==> src/rtl/pulse_measure.sv <==
// pulse_measure: measures the high time, low time and period of an
// asynchronous pulse train. Each result covers one complete high+low period.
//
// Parameters:
//   TIMEOUT      phase length in cycles at which the input is declared stalled
//   SYNC_STAGES  synchronizer depth on pulse_in (minimum 2)
//
// Ports:
//   clk         clock, rising edge
//   reset       synchronous, active-high
//   pulse_in    asynchronous pulse train to measure
//   meas_ack    consumer accepts the current result
//   meas_valid  high_len/low_len/period_len hold an unconsumed result
//   high_len    cycles high in the last complete period
//   low_len     cycles low in the last complete period
//   period_len  high_len + low_len, saturating
//   overrun     sticky: a result was overwritten before acknowledgement
//   stalled     no edge seen for TIMEOUT cycles
//
// state | meaning
// IDLE  | waiting for a fall; any current phase is partial and discarded
// ARM   | low phase in progress, waiting for the rise that opens a period
// HIGH  | timing the high phase
// LOW   | timing the low phase; the closing rise publishes a result
module pulse_measure #(
  parameter logic [31:0] TIMEOUT     = 32'd50_000_000,
  parameter int          SYNC_STAGES = 2
) (
  input  logic        clk,
  input  logic        reset,
  input  logic        pulse_in,
  input  logic        meas_ack,
  output logic        meas_valid,
  output logic [31:0] high_len,
  output logic [31:0] low_len,
  output logic [31:0] period_len,
  output logic        overrun,
  output logic        stalled
);

  localparam logic [1:0] IDLE = 2'd0;
  localparam logic [1:0] ARM  = 2'd1;
  localparam logic [1:0] HIGH = 2'd2;
  localparam logic [1:0] LOW  = 2'd3;

  logic [SYNC_STAGES-1:0] sync_q;
  logic                   s_d;
  logic [31:0]            cnt;
  logic [31:0]            high_hold;
  logic [1:0]             state;

  logic        s;
  logic        rise;
  logic        fall;
  logic        edge_seen;
  logic        timeout;
  logic        load;
  logic [32:0] sum;
  logic [31:0] sum_sat;

  assign s         = sync_q[SYNC_STAGES-1];
  assign rise      = s & ~s_d;
  assign fall      = ~s & s_d;
  assign edge_seen = rise | fall;
  // An edge reloads cnt, so a timeout can only be taken on an edge-free cycle.
  assign timeout   = ~edge_seen & (cnt == TIMEOUT);
  assign load      = (state == LOW) & rise;
  assign sum       = {1'b0, high_hold} + {1'b0, cnt};
  assign sum_sat   = sum[32] ? 32'hFFFF_FFFF : sum[31:0];

  always_ff @(posedge clk) begin
    if (reset) begin
      sync_q <= '0;
      s_d    <= 1'b0;
    end else begin
      sync_q <= {sync_q[SYNC_STAGES-2:0], pulse_in};
      s_d    <= s;
    end
  end

  // cnt equals the number of synchronized cycles spent in the current phase.
  always_ff @(posedge clk) begin
    if (reset) begin
      cnt <= 32'd0;
    end else if (edge_seen) begin
      cnt <= 32'd1;
    end else if (cnt != 32'hFFFF_FFFF) begin
      cnt <= cnt + 32'd1;
    end
  end

  always_ff @(posedge clk) begin
    if (reset) begin
      state     <= IDLE;
      high_hold <= 32'd0;
    end else if (timeout) begin
      state <= IDLE;
    end else begin
      case (state)
        IDLE: if (fall) state <= ARM;
        ARM:  if (rise) state <= HIGH;
        HIGH: begin
          if (fall) begin
            high_hold <= cnt;
            state     <= LOW;
          end
        end
        default: if (rise) state <= HIGH;
      endcase
    end
  end

  always_ff @(posedge clk) begin
    if (reset) begin
      high_len   <= 32'd0;
      low_len    <= 32'd0;
      period_len <= 32'd0;
    end else if (load) begin
      high_len   <= high_hold;
      low_len    <= cnt;
      period_len <= sum_sat;
    end
  end

  // An ack in the same cycle as a new load consumes the old result, so the
  // overwrite is not an overrun and the new result stays valid.
  always_ff @(posedge clk) begin
    if (reset) begin
      meas_valid <= 1'b0;
      overrun    <= 1'b0;
    end else if (load) begin
      meas_valid <= 1'b1;
      if (meas_valid & ~meas_ack) begin
        overrun <= 1'b1;
      end else if (meas_ack) begin
        overrun <= 1'b0;
      end
    end else if (meas_ack & meas_valid) begin
      meas_valid <= 1'b0;
      overrun    <= 1'b0;
    end
  end

  always_ff @(posedge clk) begin
    if (reset) begin
      stalled <= 1'b0;
    end else if (edge_seen) begin
      stalled <= 1'b0;
    end else if (timeout) begin
      stalled <= 1'b1;
    end
  end

endmodule

==> config.mk <==
export PLATFORM = sky130hd
export DESIGN_NAME = pulse_measure
export DESIGN_NICKNAME = d
export VERILOG_FILES = /design/src/rtl/pulse_measure.sv
export SDC_FILE = /design/constraint.sdc
export NUM_CORES = 1
export LEC_CHECK = 0
export ABC_AREA = 0
export ABC_CLOCK_PERIOD_IN_PS = 3170
export BUFFER_PORTS_ARGS = -buffer_cell sky130_fd_sc_hd__buf_2
export CAP_MARGIN = 40
export CORE_ASPECT_RATIO = 0.5
export CORE_UTILIZATION = 55
export DETAILED_ROUTE_END_ITERATION = 10
export GPL_TIMING_DRIVEN = 0
export PLACE_DENSITY_LB_ADDON = 0.15
export SYNTH_ARGS = -nofsm -noshare
export SYNTH_HDL_FRONTEND = slang
export SYNTH_SLANG_ARGS = --single-unit
==> constraint.sdc <==
create_clock -name clk -period 3.17 [get_ports clk]
set_input_delay 0.7925 -clock clk [delete_from_list [all_inputs] [get_ports clk]]
set_output_delay 0.7925 -clock clk [all_outputs]
set_load 0.03 [all_outputs]
==> metrics.md, run 1 <==
| Metric | Value |
|---|---|
| GP Congestion | 0.9624 |
| Maximum number of pins on one net before global-route repair | 17 |
| Net total in the final layout | 1,107 |
| Power density of the placed cells | 458.1 nW/um2 |
| Clock tree buffer depth | 2 |
| Count of mapped cells out of synthesis | 943 |
| Post-detailed-placement cell area | 8787 um2 |
| Part of the total power dissipated in sequential elements | 0.491 |
| Library cell with the highest instance count after synthesis | sky130_fd_sc_hd__dfxtp_1 |
| DR vias | 7,151 |
| Area growth from synthesis to layout | 17.58% |
| Worst slack on hold paths | 0.4446 ns |
| Final critical-path share of the clock period | 0.9876 |
| Number of synthesized flops with an enable pin | 0 |
| Synthesized area | 8041 um2 |
| Synthesized Nets | 984 |
| Die span in x | 173 um |
| Number of global-route vias before repair | 6,576 |
| Count of filler cells inserted in the layout | 1,185 |
| Average cell area after synthesis | 8.528 um2 |
| Cell type contributing the most total cell area after synthesis | sky130_fd_sc_hd__dfxtp_1 |
| Share of synthesized registers carrying an async set or reset | 0 |
| Sum of overflow across all layers after global routing | 0 |
| Reg clk slew, reported paths | 0.07 ns |
| Count of input and output buffers | 101 |
| Hold-fix buffer count after cts | 0 |
| Total Wirelength | 21,060 um |
| Required time at the worst-slack endpoint | 3.45 ns |
| Switching portion of total power | 0.2299 |
| Count of antenna diodes in the layout | 0 |
| Fraction of final layout cells sized beyond drive strength 1 | 0.1863 |
| Internal Pwr Total | 3.336 mW |
| Max Clock Freq | 319.4 MHz |
| Die extent in y | 87.50 um |
| Number of pins exceeding their max-slew limit in the final report | 0 |
| GRT Overall Usage | 0.2803 |
| Worst path depth | 10 |
| Wire per inst | 16.57 um |
| Post-synthesis cell type count | 61 |
| Summed negative setup slack over all endpoints | 0 ns |
| Biggest area contributors in the synthesized netlist | sky130_fd_sc_hd__dfxtp_1 42%, sky130_fd_sc_hd__nand2_1 7.3%, sky130_fd_sc_hd__a21oi_1 6.1% |
| Primary flip-flop cell chosen by synthesis mapping | sky130_fd_sc_hd__dfxtp_1 |
| DR iter-0 viols | 677 |
| DRC | 0 |
| Clock network fraction of design power | 0.491 |
| Worst IR Drop VDD | 0.4154 mV |
| Launching instance or port of the critical path | cnt[1]$_SDFFE_PP0P_ |
| Final setup violation count | 0 |
| Cell Chain, Critical Path | ha_1 > a211oi_1 > nor2_1 > o211ai_1 > a31oi_1 > o21ai_1 > nor4_1 > o22ai_1 > xor2_2 > a211oi_2 |
| Max-cap check violation count | 0 |
| Number of rows created at floorplan | 30 |
| Proportion of netlist area held by the largest area contributor | 0.4182 |
| Setup slack of the most critical reg-to-reg path | 0.04 ns |
| Initial core utilization | 0.5790 |
| Launch instance of the worst register-to-register path | cnt[1]$_SDFFE_PP0P_ |
| Final hold viol count | 0 |
| Worst setup EP type | register |
| Post-layout total power | 4.331 mW |
| Headroom to the max-slew limit | 0.5431 |
| Most frequent cells after synthesis | 168 x sky130_fd_sc_hd__dfxtp_1, 157 x sky130_fd_sc_hd__nand2_1, 112 x sky130_fd_sc_hd__nor2_1 |
| Max incr delay on CP | 0.48 ns |
| Final cell area excluding filler cells | 9455 um2 |
| Detailed Routing Iterations Pass 1 | 5 |
| Switching Power | 0.9956 mW |
| Core Area | 13,890 um2 |
| Actual slew at the worst max-slew pin | 0.6854 ns |
| Post-Place Cells | 1,236 |
| Class of the most critical setup path | reg2reg |
| Clock tree from TritonCTS | yes |
| Residual antenna-violating net count after detailed routing | 0 |
| Global-route wire length before repair | 33,200 um |
| R2R depth | 10 |
| Vias per cell | 5.626 |
| TritonCTS Sinks | 168 |
| Critical register-to-register path endpoint | period_len[31]$_SDFFE_PP0P_ |
| Number of clock buffers inserted by TritonCTS | 17 |
| Combined buffer and inverter count along the critical path | 0 |
| Seq cells post-synth | 168 |
| Top Family by Delay on Critical Path | compound AO/OA/AOI/OAI gates |
| Clock latency on the worst-skew pair | 0.42 ns |
| Initial antenna violation count | 0 |
| Die area | 15,140 um2 |
| Leakage dissipation | 3.892 nW |
| Data arrival, critical path | 3.41 ns |
| Fin Clk Skew | 0.01648 ns |
| # IOs | 103 |
| Clock period minus worst slack | 3.131 ns |
| Clock root cell | sky130_fd_sc_hd__clkbuf_16 |
| Slowest-stage cell, CP | sky130_fd_sc_hd__dfxtp_2 |
| Comb power frac | 0.018 |
| Warnings from Yosys | 0 |
| Post-route non-filler standard cell count | 1,271 |
| Post-DP HPWL | 15,520 um |
| Number of H-tree levels | 4 |
| Element type at the critical path start | register |
| Type of the worst min-delay path | reg2reg |
| Outcome | finished clean |
| Sequential area share after synthesis | 0.4182 |
| Maximum fanout along the worst path | 9 |
| Endpoint of the worst setup timing path | period_len[31]$_SDFFE_PP0P_ |
logic make-up (layout without fill, tap and decap cells):
family / Yosys count / in the layout / synth area share
xor+xnor: 56 / 56 / 0.06099
flops: 168 / 168 / 0.4182
compound gates: 213 / 213 / 0.1766
simple gates: 360 / 360 / 0.2031
fa+ha+maj: 37 / 37 / 0.05850
buf+inv: 76 / 212 / 0.04154
mux: 33 / 33 / 0.04108
worst reg2reg max path, delay by kind of cell (launching register included):
family                     cells  cell delay (ns)
AOI/OAI and AO/OA              6             1.67
DFF                            1             0.48
adders and majority gates      1             0.30
xor gates and xnor gates       1             0.29
and+or+nand+nor                2             0.24
through the flow:
step,utilization,setup WS (ns)
6_report,0.6808,0.03933
5_1_grt,0.6808,-0.04059
4_1_cts,0.6781,0.01037
3_5_place_dp,0.6327,-0.4696
3_3_place_gp,0.6327,-0.3666
2_1_floorplan,-,0.3624
power groups by stage:
stage,registers (mW),logic [mW],clock network [mW]
2_1_floorplan,2.17,0.0506,0
3_3_place_gp,2.17,0.0746,0
3_5_place_dp,2.17,0.0765,0
4_1_cts,2.12,0.0776,2.14
5_1_grt,2.12,0.0869,2.25
6_report,2.13,0.0796,2.13
state kept, by name (all words and copies together) (netlist names):
register and cells:
high_len 32, s_d 1, cnt 32, overrun 1, period_len 32, meas_valid 1
low_len 32, stalled 1, state 2, sync_q 2, high_hold 32
layout by cell type (no fill, tap or decap), drive strengths merged, types with 2 or more instances in the layout:
| cell type | instances |
|---|---|
| o21ai | 33 |
| nor2 | 113 |
| nand2b | 4 |
| and4 | 4 |
| nor4b | 3 |
| clkinv | 3 |
| nor4 | 6 |
| a21oi | 107 |
| a21o | 23 |
| ha | 36 |
| nor3 | 11 |
| nor3b | 2 |
| clkinvlp | 3 |
| a211oi | 27 |
| dfxtp | 168 |
| o41ai | 2 |
| a31oi | 6 |
| and3 | 6 |
| o21a | 3 |
| or3 | 4 |
| bufinv | 2 |
| nand2 | 158 |
| nand3 | 22 |
| nand4 | 16 |
| inv | 24 |
| nor2b | 7 |
| a41oi | 2 |
| xor2 | 34 |
| xnor2 | 22 |
| buf | 126 |
| clkbuf | 54 |
| mux2i | 33 |
routing by layer:
layer | GRT usage | wire length [um] | up-vias
met5 | 0 | 0 | -
met4 | 0.08608 | 283 | 0
met3 | 0.05236 | 1675 | 26
met2 | 0.4450 | 9138 | 225
met1 | 0.3906 | 9960 | 3419
li1 | - | - | 3481
area by class of cell:
| cell class | instances | area, um2 | area share |
|---|---|---|---|
| Clock buffer | 18 | 439.2 | 0.04645 |
| Buffer | 58 | 266.5 | 0.02819 |
| Timing Repair Buffer | 104 | 540.5 | 0.05717 |
| Clock inverter | 14 | 160.2 | 0.01694 |
| Inverter | 18 | 67.56 | 0.007146 |
| Sequential cell | 168 | 3366 | 0.3560 |
| Tap cell | 192 | 240.2 | 0.02541 |
| Multi-Input combinational cell | 699 | 4375 | 0.4628 |
worst min-delay path by stage:
stage / start / endpoint / slack [ns] / depth (start not counted)
finish: sync_q[0]$_SDFF_PP0_ / sync_q[1]$_SDFF_PP0_ / 0.44 / 1
global route: sync_q[0]$_SDFF_PP0_ / sync_q[1]$_SDFF_PP0_ / 0.46 / 1
global placement: sync_q[0]$_SDFF_PP0_ / sync_q[1]$_SDFF_PP0_ / 0.42 / 1
CTS: sync_q[0]$_SDFF_PP0_ / sync_q[1]$_SDFF_PP0_ / 0.45 / 1
detailed placement: sync_q[0]$_SDFF_PP0_ / sync_q[1]$_SDFF_PP0_ / 0.43 / 1
floorplan: sync_q[0]$_SDFF_PP0_ / sync_q[1]$_SDFF_PP0_ / 0.41 / 1
what timing repair did:
item / CTS / global route
pin swaps: 3 / 3
buffers inserted: 2 / 1
setup endpoints to repair: 32 / 30
gates resized for setup: 3 / 5
(Power assumes the default switching activity.)
==> run 2, diff against run 1 <==
ABC_CLOCK_PERIOD_IN_PS = 3320   (was 3170)
clock period = 3.32 ns   (was 3.17 ns; I/O delays follow)
==> metrics.md, run 2 (synthesized netlist as in run 1, its figures left out) <==
| Metric | Value |
|---|---|
| Final cell area excluding filler cells | 9417 um2 (was 9455 um2) |
| Worst IR Drop VDD | 0.3996 mV (was 0.4154 mV) |
| Initial core utilization | 0.5790 (unchanged) |
| Required time at the worst-slack endpoint | 3.63 ns (was 3.45 ns) |
| Count of antenna diodes in the layout | 0 (unchanged) |
| Die span in x | 173 um (unchanged) |
| Core Area | 13,890 um2 (unchanged) |
| Headroom to the max-slew limit | 0.5523 (was 0.5431) |
| Number of H-tree levels | 4 (unchanged) |
| Residual antenna-violating net count after detailed routing | 0 (unchanged) |
| Actual slew at the worst max-slew pin | 0.6715 ns (was 0.6854 ns) |
| Worst slack on hold paths | 0.4454 ns (was 0.4446 ns) |
| Max incr delay on CP | 0.44 ns (was 0.48 ns) |
| Number of clock buffers inserted by TritonCTS | 17 (unchanged) |
| Detailed Routing Iterations Pass 1 | 5 (unchanged) |
| Net total in the final layout | 1,106 (was 1,107) |
| Area growth from synthesis to layout | 17.10% (was 17.58%) |
| Worst path depth | 12 (was 10) |
| Post-DP HPWL | 15,520 um (unchanged) |
| Number of pins exceeding their max-slew limit in the final report | 0 (unchanged) |
| Number of rows created at floorplan | 30 (unchanged) |
| Reg clk slew, reported paths | 0.07 ns (about the same) |
| Post-detailed-placement cell area | 8787 um2 (unchanged) |
| Final setup violation count | 0 (unchanged) |
| Final critical-path share of the clock period | 0.9567 (was 0.9876) |
| Fin Clk Skew | 0.01467 ns (was 0.01648 ns) |
| Cells on Worst Hold Path | 1 (unchanged) |
| Outcome | finished clean (unchanged) |
| Total Wirelength | 20,950 um (was 21,060 um) |
| Max Clock Freq | 314.8 MHz (was 319.4 MHz) |
| Slowest-stage cell, CP | sky130_fd_sc_hd__fa_1 (was sky130_fd_sc_hd__dfxtp_2) |
| R2R depth | 12 (was 10) |
| Cell mode on critical path | sky130_fd_sc_hd__o21ai_0 |
| Summed negative setup slack over all endpoints | 0 ns (unchanged) |
| Maximum number of pins on one net before global-route repair | 17 (unchanged) |
| Sum of overflow across all layers after global routing | 0 (unchanged) |
| GP Congestion | 0.9624 (unchanged) |
| TritonCTS Sinks | 168 (unchanged) |
| Clock root cell | sky130_fd_sc_hd__clkbuf_16 (unchanged) |
| Unrepaired setup endpoints after global routing | false |
| Global-route wire length before repair | 33,170 um (was 33,200 um) |
| Type of the worst min-delay path | reg2reg (unchanged) |
| Clock latency on the worst-skew pair | 0.42 ns (about the same) |
| Element type at the critical path start | register (unchanged) |
| # IOs | 103 (unchanged) |
| Maximum fanout along the worst path | 8 (was 9) |
| Commonest non-fill, non-tap cells in the layout | 166 x sky130_fd_sc_hd__dfxtp_1, 157 x sky130_fd_sc_hd__nand2_1, 112 x sky130_fd_sc_hd__nor2_1 (unchanged) |
| Initial antenna violation count | 0 (unchanged) |
| Final core occ | 0.6780 (was 0.6808) |
| Fraction of final layout cells sized beyond drive strength 1 | 0.1818 (was 0.1863) |
| Combined buffer and inverter count along the critical path | 1 (was 0) |
| Clock tree buffer depth | 2 (unchanged) |
| Cell Chain, Critical Path | ha_1 > fa_1 > a211oi_2 > nor2_2 > o31ai_4 > buf_4 > o21ai_0 > a31o_2 > a41oi_1 > o21ai_0 > xnor2_1 > a21oi_1 (was ha_1 > a211oi_1 > nor2_1 > o211ai_1 > a31oi_1 > o21ai_1 > nor4_1 > o22ai_1 > xor2_2 > a211oi_2) |
| DR vias | 7,200 (was 7,151) |
| Class of the most critical setup path | reg2reg (unchanged) |
| Power density of the placed cells | 439.0 nW/um2 (was 458.1 nW/um2) |
| Most frequent standard cell in the layout excluding fill and tap cells | sky130_fd_sc_hd__dfxtp_1 (unchanged) |
| Die area | 15,140 um2 (unchanged) |
| GRT Overall Usage | 0.2801 (was 0.2803) |
| Worst setup EP type | register (unchanged) |
| Final hold viol count | 0 (unchanged) |
| Data arrival, critical path | 3.49 ns (was 3.41 ns) |
| Wire per inst | 16.50 um (was 16.57 um) |
| Clock period minus worst slack | 3.176 ns (was 3.131 ns) |
| Max-cap check violation count | 0 (unchanged) |
| Clock tree from TritonCTS | yes (unchanged) |
| Die extent in y | 87.50 um (unchanged) |
| DR iter-0 viols | 563 (was 677) |
| DRC | 0 (unchanged) |
| Leakage dissipation | 3.883 nW (was 3.892 nW) |
| Vias per cell | 5.669 (was 5.626) |
| Top Family by Delay on Critical Path | compound AO/OA/AOI/OAI gates (unchanged) |
| Count of input and output buffers | 101 (unchanged) |
| Number of global-route vias before repair | 6,581 (was 6,576) |
## run 2: area by class of cell
type	count	area (um2)
Buffer	58	266.5
Timing Repair Buffer	103	533.0
Clock inverter	14	160.2
Tap cell	192	240.2
Clock buffer	18	439.2
Sequential cell	168	3366
Multi-Input combinational cell	699	4344
Fill cell	1188	4472
Inverter	18	67.56
## run 2: per-layer routing
layer	GRT usage	wire length [um]	up-vias
met5	0	0	-
met4	0.08689	277	0
met3	0.05148	1536	28
met2	0.4450	9068	247
met1	0.3903	10070	3444
li1	-	-	3481
## run 2: final timing paths
| check | end | slack, ns | from |
|---|---|---|---|
| max | period_len[24]$_SDFFE_PP0P_ | 0.14 | cnt[0]$_SDFFE_PP0P_ |
| min | sync_q[1]$_SDFF_PP0_ | 0.45 | sync_q[0]$_SDFF_PP0_ |
| max reg2reg | period_len[24]$_SDFFE_PP0P_ | 0.14 | cnt[0]$_SDFFE_PP0P_ |
| min reg2reg | sync_q[1]$_SDFF_PP0_ | 0.45 | sync_q[0]$_SDFF_PP0_ |
## run 2: worst register-to-register path, cell delays in order, from the launching register on
cell                       delay, ns
sky130_fd_sc_hd__dfxtp_2        0.39
sky130_fd_sc_hd__ha_1           0.26
sky130_fd_sc_hd__fa_1           0.44
sky130_fd_sc_hd__a211oi_2       0.27
sky130_fd_sc_hd__nor2_2         0.09
sky130_fd_sc_hd__o31ai_4        0.28
sky130_fd_sc_hd__buf_4          0.20
sky130_fd_sc_hd__o21ai_0        0.14
sky130_fd_sc_hd__a31o_2         0.30
sky130_fd_sc_hd__a41oi_1        0.31
sky130_fd_sc_hd__o21ai_0        0.16
sky130_fd_sc_hd__xnor2_1        0.16
sky130_fd_sc_hd__a21oi_1        0.08
## run 2: power breakdown
part           internal [mW]  total [mW]  switching (mW)
clock network           1.15        2.03           0.880
logic                 0.0166      0.0755          0.0589
registers               2.02        2.03         0.00974
## run 2: metrics by stage
step / instances / power, mW / worst slack [ns]
detailed placement: 1236 / 2.148 / -0.3196
finish: 1270 / 4.134 / 0.1437
global placement: 1236 / 2.145 / -0.2166
floorplan: 943 / 2.119 / 0.5124
CTS: 1270 / 4.142 / 0.06929
global route: 1270 / 4.257 / 0.03396
## run 2: repair_timing
item,4_1_cts,5_1_grt
hold buffers,0,0
resized for setup,1,2
setup buffers,2,0
endpoints found under the setup margin,32,15
pin swaps,2,2
==> run 3, diff against run 2 <==
BUFFER_PORTS_ARGS = default   (was -buffer_cell sky130_fd_sc_hd__buf_2)
CTS_CLUSTER_SIZE = 30   (was default)
DONT_BUFFER_PORTS = 1   (was default)
==> metrics.md, run 3 (synthesized netlist as in run 1, its figures left out) <==
| Metric | Value |
|---|---|
| Clock tree from TritonCTS | yes (unchanged) |
| Most frequent standard cell in the layout excluding fill and tap cells | sky130_fd_sc_hd__dfxtp_1 (unchanged) |
| GP Congestion | 0.9287 (was 0.9624) |
| Die extent in y | 87.50 um (unchanged) |
| Count of input and output buffers | 0 (was 101) |
| Final critical-path share of the clock period | 0.9749 (was 0.9567) |
| Maximum fanout along the worst path | 10 (was 8) |
| Sum of overflow across all layers after global routing | 0 (unchanged) |
| Max-cap check violation count | 0 (unchanged) |
| Post-detailed-placement cell area | 8282 um2 (was 8787 um2) |
| Class of the most critical setup path | reg2reg (unchanged) |
| # IOs | 103 (unchanged) |
| Unrepaired setup endpoints after global routing | false (unchanged) |
| Reg clk slew, reported paths | 0.07 ns (about the same) |
| TritonCTS Sinks | 168 (unchanged) |
| Headroom to the max-slew limit | 0.5312 (was 0.5523) |
| Die span in x | 173 um (unchanged) |
| Area growth from synthesis to layout | 11.06% (was 17.10%) |
| DR vias | 6,801 (was 7,200) |
| Detailed Routing Iterations Pass 1 | 5 (unchanged) |
| Final cell area excluding filler cells | 8931 um2 (was 9417 um2) |
| Max Clock Freq | 309.0 MHz (was 314.8 MHz) |
| Actual slew at the worst max-slew pin | 0.7032 ns (was 0.6715 ns) |
| Final hold viol count | 0 (unchanged) |
| Post-DP HPWL | 15,340 um (was 15,520 um) |
| Clock root cell | sky130_fd_sc_hd__clkbuf_16 (unchanged) |
| Initial core utilization | 0.5790 (unchanged) |
| Hold-fix buffer count after cts | 0 (unchanged) |
| Number of clock buffers inserted by TritonCTS | 17 (unchanged) |
| Post-layout total power | 4.185 mW (was 4.134 mW) |
| Capture endpoint of the worst hold path | sync_q[1]$_SDFF_PP0_ (unchanged) |
| Clock period minus worst slack | 3.237 ns (was 3.176 ns) |
| Number of global-route vias before repair | 6,257 (was 6,581) |
| Commonest non-fill, non-tap cells in the layout | 167 x sky130_fd_sc_hd__dfxtp_1, 157 x sky130_fd_sc_hd__nand2_1, 112 x sky130_fd_sc_hd__nor2_1 (was 166 x sky130_fd_sc_hd__dfxtp_1, 157 x sky130_fd_sc_hd__nand2_1, 112 x sky130_fd_sc_hd__nor2_1) |
| Worst setup EP type | register (unchanged) |
| Global-route wire length before repair | 32,730 um (was 33,170 um) |
| DRC | 0 (unchanged) |
| Summed negative setup slack over all endpoints | 0 ns (unchanged) |
| Core Area | 13,890 um2 (unchanged) |
| Fraction of final layout cells sized beyond drive strength 1 | 0.09611 (was 0.1818) |
| Number of H-tree levels | 4 (unchanged) |
| Number of pins exceeding their max-slew limit in the final report | 0 (unchanged) |
| Required time at the worst-slack endpoint | 3.61 ns (was 3.63 ns) |
| Clock latency on the worst-skew pair | 0.43 ns (was 0.42 ns) |
| Count of antenna diodes in the layout | 0 (unchanged) |
| Power density of the placed cells | 468.5 nW/um2 (was 439.0 nW/um2) |
| Hold path startpoint | sync_q[0]$_SDFF_PP0_ (unchanged) |
| Wire per inst | 17.61 um (was 16.50 um) |
| Count of filler cells inserted in the layout | 1,226 (was 1,188) |
| Number of rows created at floorplan | 30 (unchanged) |
| Final core occ | 0.6431 (was 0.6780) |
| Worst slack at placement | -0.2779 ns (was -0.3196 ns) |
| Initial antenna violation count | 0 (unchanged) |
| Net total in the final layout | 1,006 (was 1,106) |
| Fin Clk Skew | 0.01146 ns (was 0.01467 ns) |
| Type of the worst min-delay path | reg2reg (unchanged) |
| Residual antenna-violating net count after detailed routing | 0 (unchanged) |
| R2R depth | 12 (unchanged) |
| Element type at the critical path start | register (unchanged) |
| Data arrival, critical path | 3.53 ns (was 3.49 ns) |
| DR iter-0 viols | 520 (was 563) |
| Vias per cell | 5.813 (was 5.669) |
| Critical register-to-register path endpoint | period_len[4]$_SDFFE_PP0P_ (was period_len[24]$_SDFFE_PP0P_) |
| Setup slack of the most critical reg-to-reg path | 0.08 ns (was 0.14 ns) |
| Total Wirelength | 20,610 um (was 20,950 um) |
| Outcome | finished clean (unchanged) |
| Maximum number of pins on one net before global-route repair | 17 (unchanged) |
| Die area | 15,140 um2 (unchanged) |
| Leakage dissipation | 3.331 nW (was 3.883 nW) |
| Final setup violation count | 0 (unchanged) |
| Launch instance of the worst register-to-register path | cnt[0]$_SDFFE_PP0P_ (unchanged) |
| Worst IR Drop VDD | 0.3569 mV (was 0.3996 mV) |
| Area of all sequential standard cells | 3364 um2 (was 3366 um2) |
| GRT Overall Usage | 0.2781 (was 0.2801) |
| Area occupied by multi-input gates | 4344 um2 (unchanged) |
| Clock tree buffer depth | 2 (unchanged) |
| Final critical-path setup slack | 0.08344 ns (was 0.1437 ns) |
| Cells on Worst Hold Path | 1 (unchanged) |
## run 3: what timing repair did
item | CTS | global route
pin swaps | 2 | 2
resized for setup | 1 | 2
endpoints found under the hold margin | 0 | 0
setup endpoints to repair | 32 | 27
buffers inserted | 3 | 0
## run 3: how the worst max path moves through the flow
stage / cells after the start / slack (ns) / endpoint / from
global placement: 11 / -0.22 / period_len[3]$_SDFFE_PP0P_ / cnt[0]$_SDFFE_PP0P_
floorplan: 11 / 0.51 / period_len[2]$_SDFFE_PP0P_ / cnt[0]$_SDFFE_PP0P_
global route: 12 / 0.005 / period_len[4]$_SDFFE_PP0P_ / cnt[0]$_SDFFE_PP0P_
finish: 12 / 0.08 / period_len[4]$_SDFFE_PP0P_ / cnt[0]$_SDFFE_PP0P_
CTS: 12 / 0.03 / period_len[4]$_SDFFE_PP0P_ / cnt[0]$_SDFFE_PP0P_
detailed placement: 11 / -0.28 / period_len[4]$_SDFFE_PP0P_ / cnt[0]$_SDFFE_PP0P_
## run 3: metal layers
metal,GRT usage,share of wire,up-vias
li1,-,-,3288
met1,0.3819,0.47,3257
met2,0.4238,0.43,232
met3,0.08377,0.085,24
met4,0.08286,0.013,0
met5,0,0,-
## run 3: where the power goes
group	total [mW]	internal (mW)	switching, mW
registers	2.03	2.02	0.00984
clock network	2.08	1.20	0.878
logic	0.0734	0.0158	0.0575
total	4.18	3.24	0.946
## run 3: final cells by class
type,instances,share of cell area
Multi-Input combinational cell,699,0.4864
Inverter,18,0.007565
Timing Repair Buffer,3,0.002942
Sequential cell,168,0.3767
Tap cell,192,0.02690
Clock inverter,14,0.02157
Buffer,58,0.02984
Clock buffer,18,0.04805
## run 3: critical path: stages (launching register included)
cell and delay, ns:
sky130_fd_sc_hd__dfxtp_2 0.39, sky130_fd_sc_hd__ha_1 0.26, sky130_fd_sc_hd__fa_1 0.44, sky130_fd_sc_hd__a211oi_2 0.27, sky130_fd_sc_hd__nor2_2 0.09, sky130_fd_sc_hd__o31ai_4 0.34, sky130_fd_sc_hd__o41ai_4 0.20, sky130_fd_sc_hd__nand3_2 0.10
sky130_fd_sc_hd__nand3_2 0.14, sky130_fd_sc_hd__a2111oi_4 0.39, sky130_fd_sc_hd__buf_6 0.19, sky130_fd_sc_hd__buf_6 0.19, sky130_fd_sc_hd__a211oi_2 0.09
## run 3: through the flow
step,std cells,hold WS (ns)
2_1_floorplan,943,0.4138
3_3_place_gp,1135,0.4164
3_5_place_dp,1135,0.4283
4_1_cts,1170,0.4478
5_1_grt,1170,0.4570
6_report,1170,0.4459
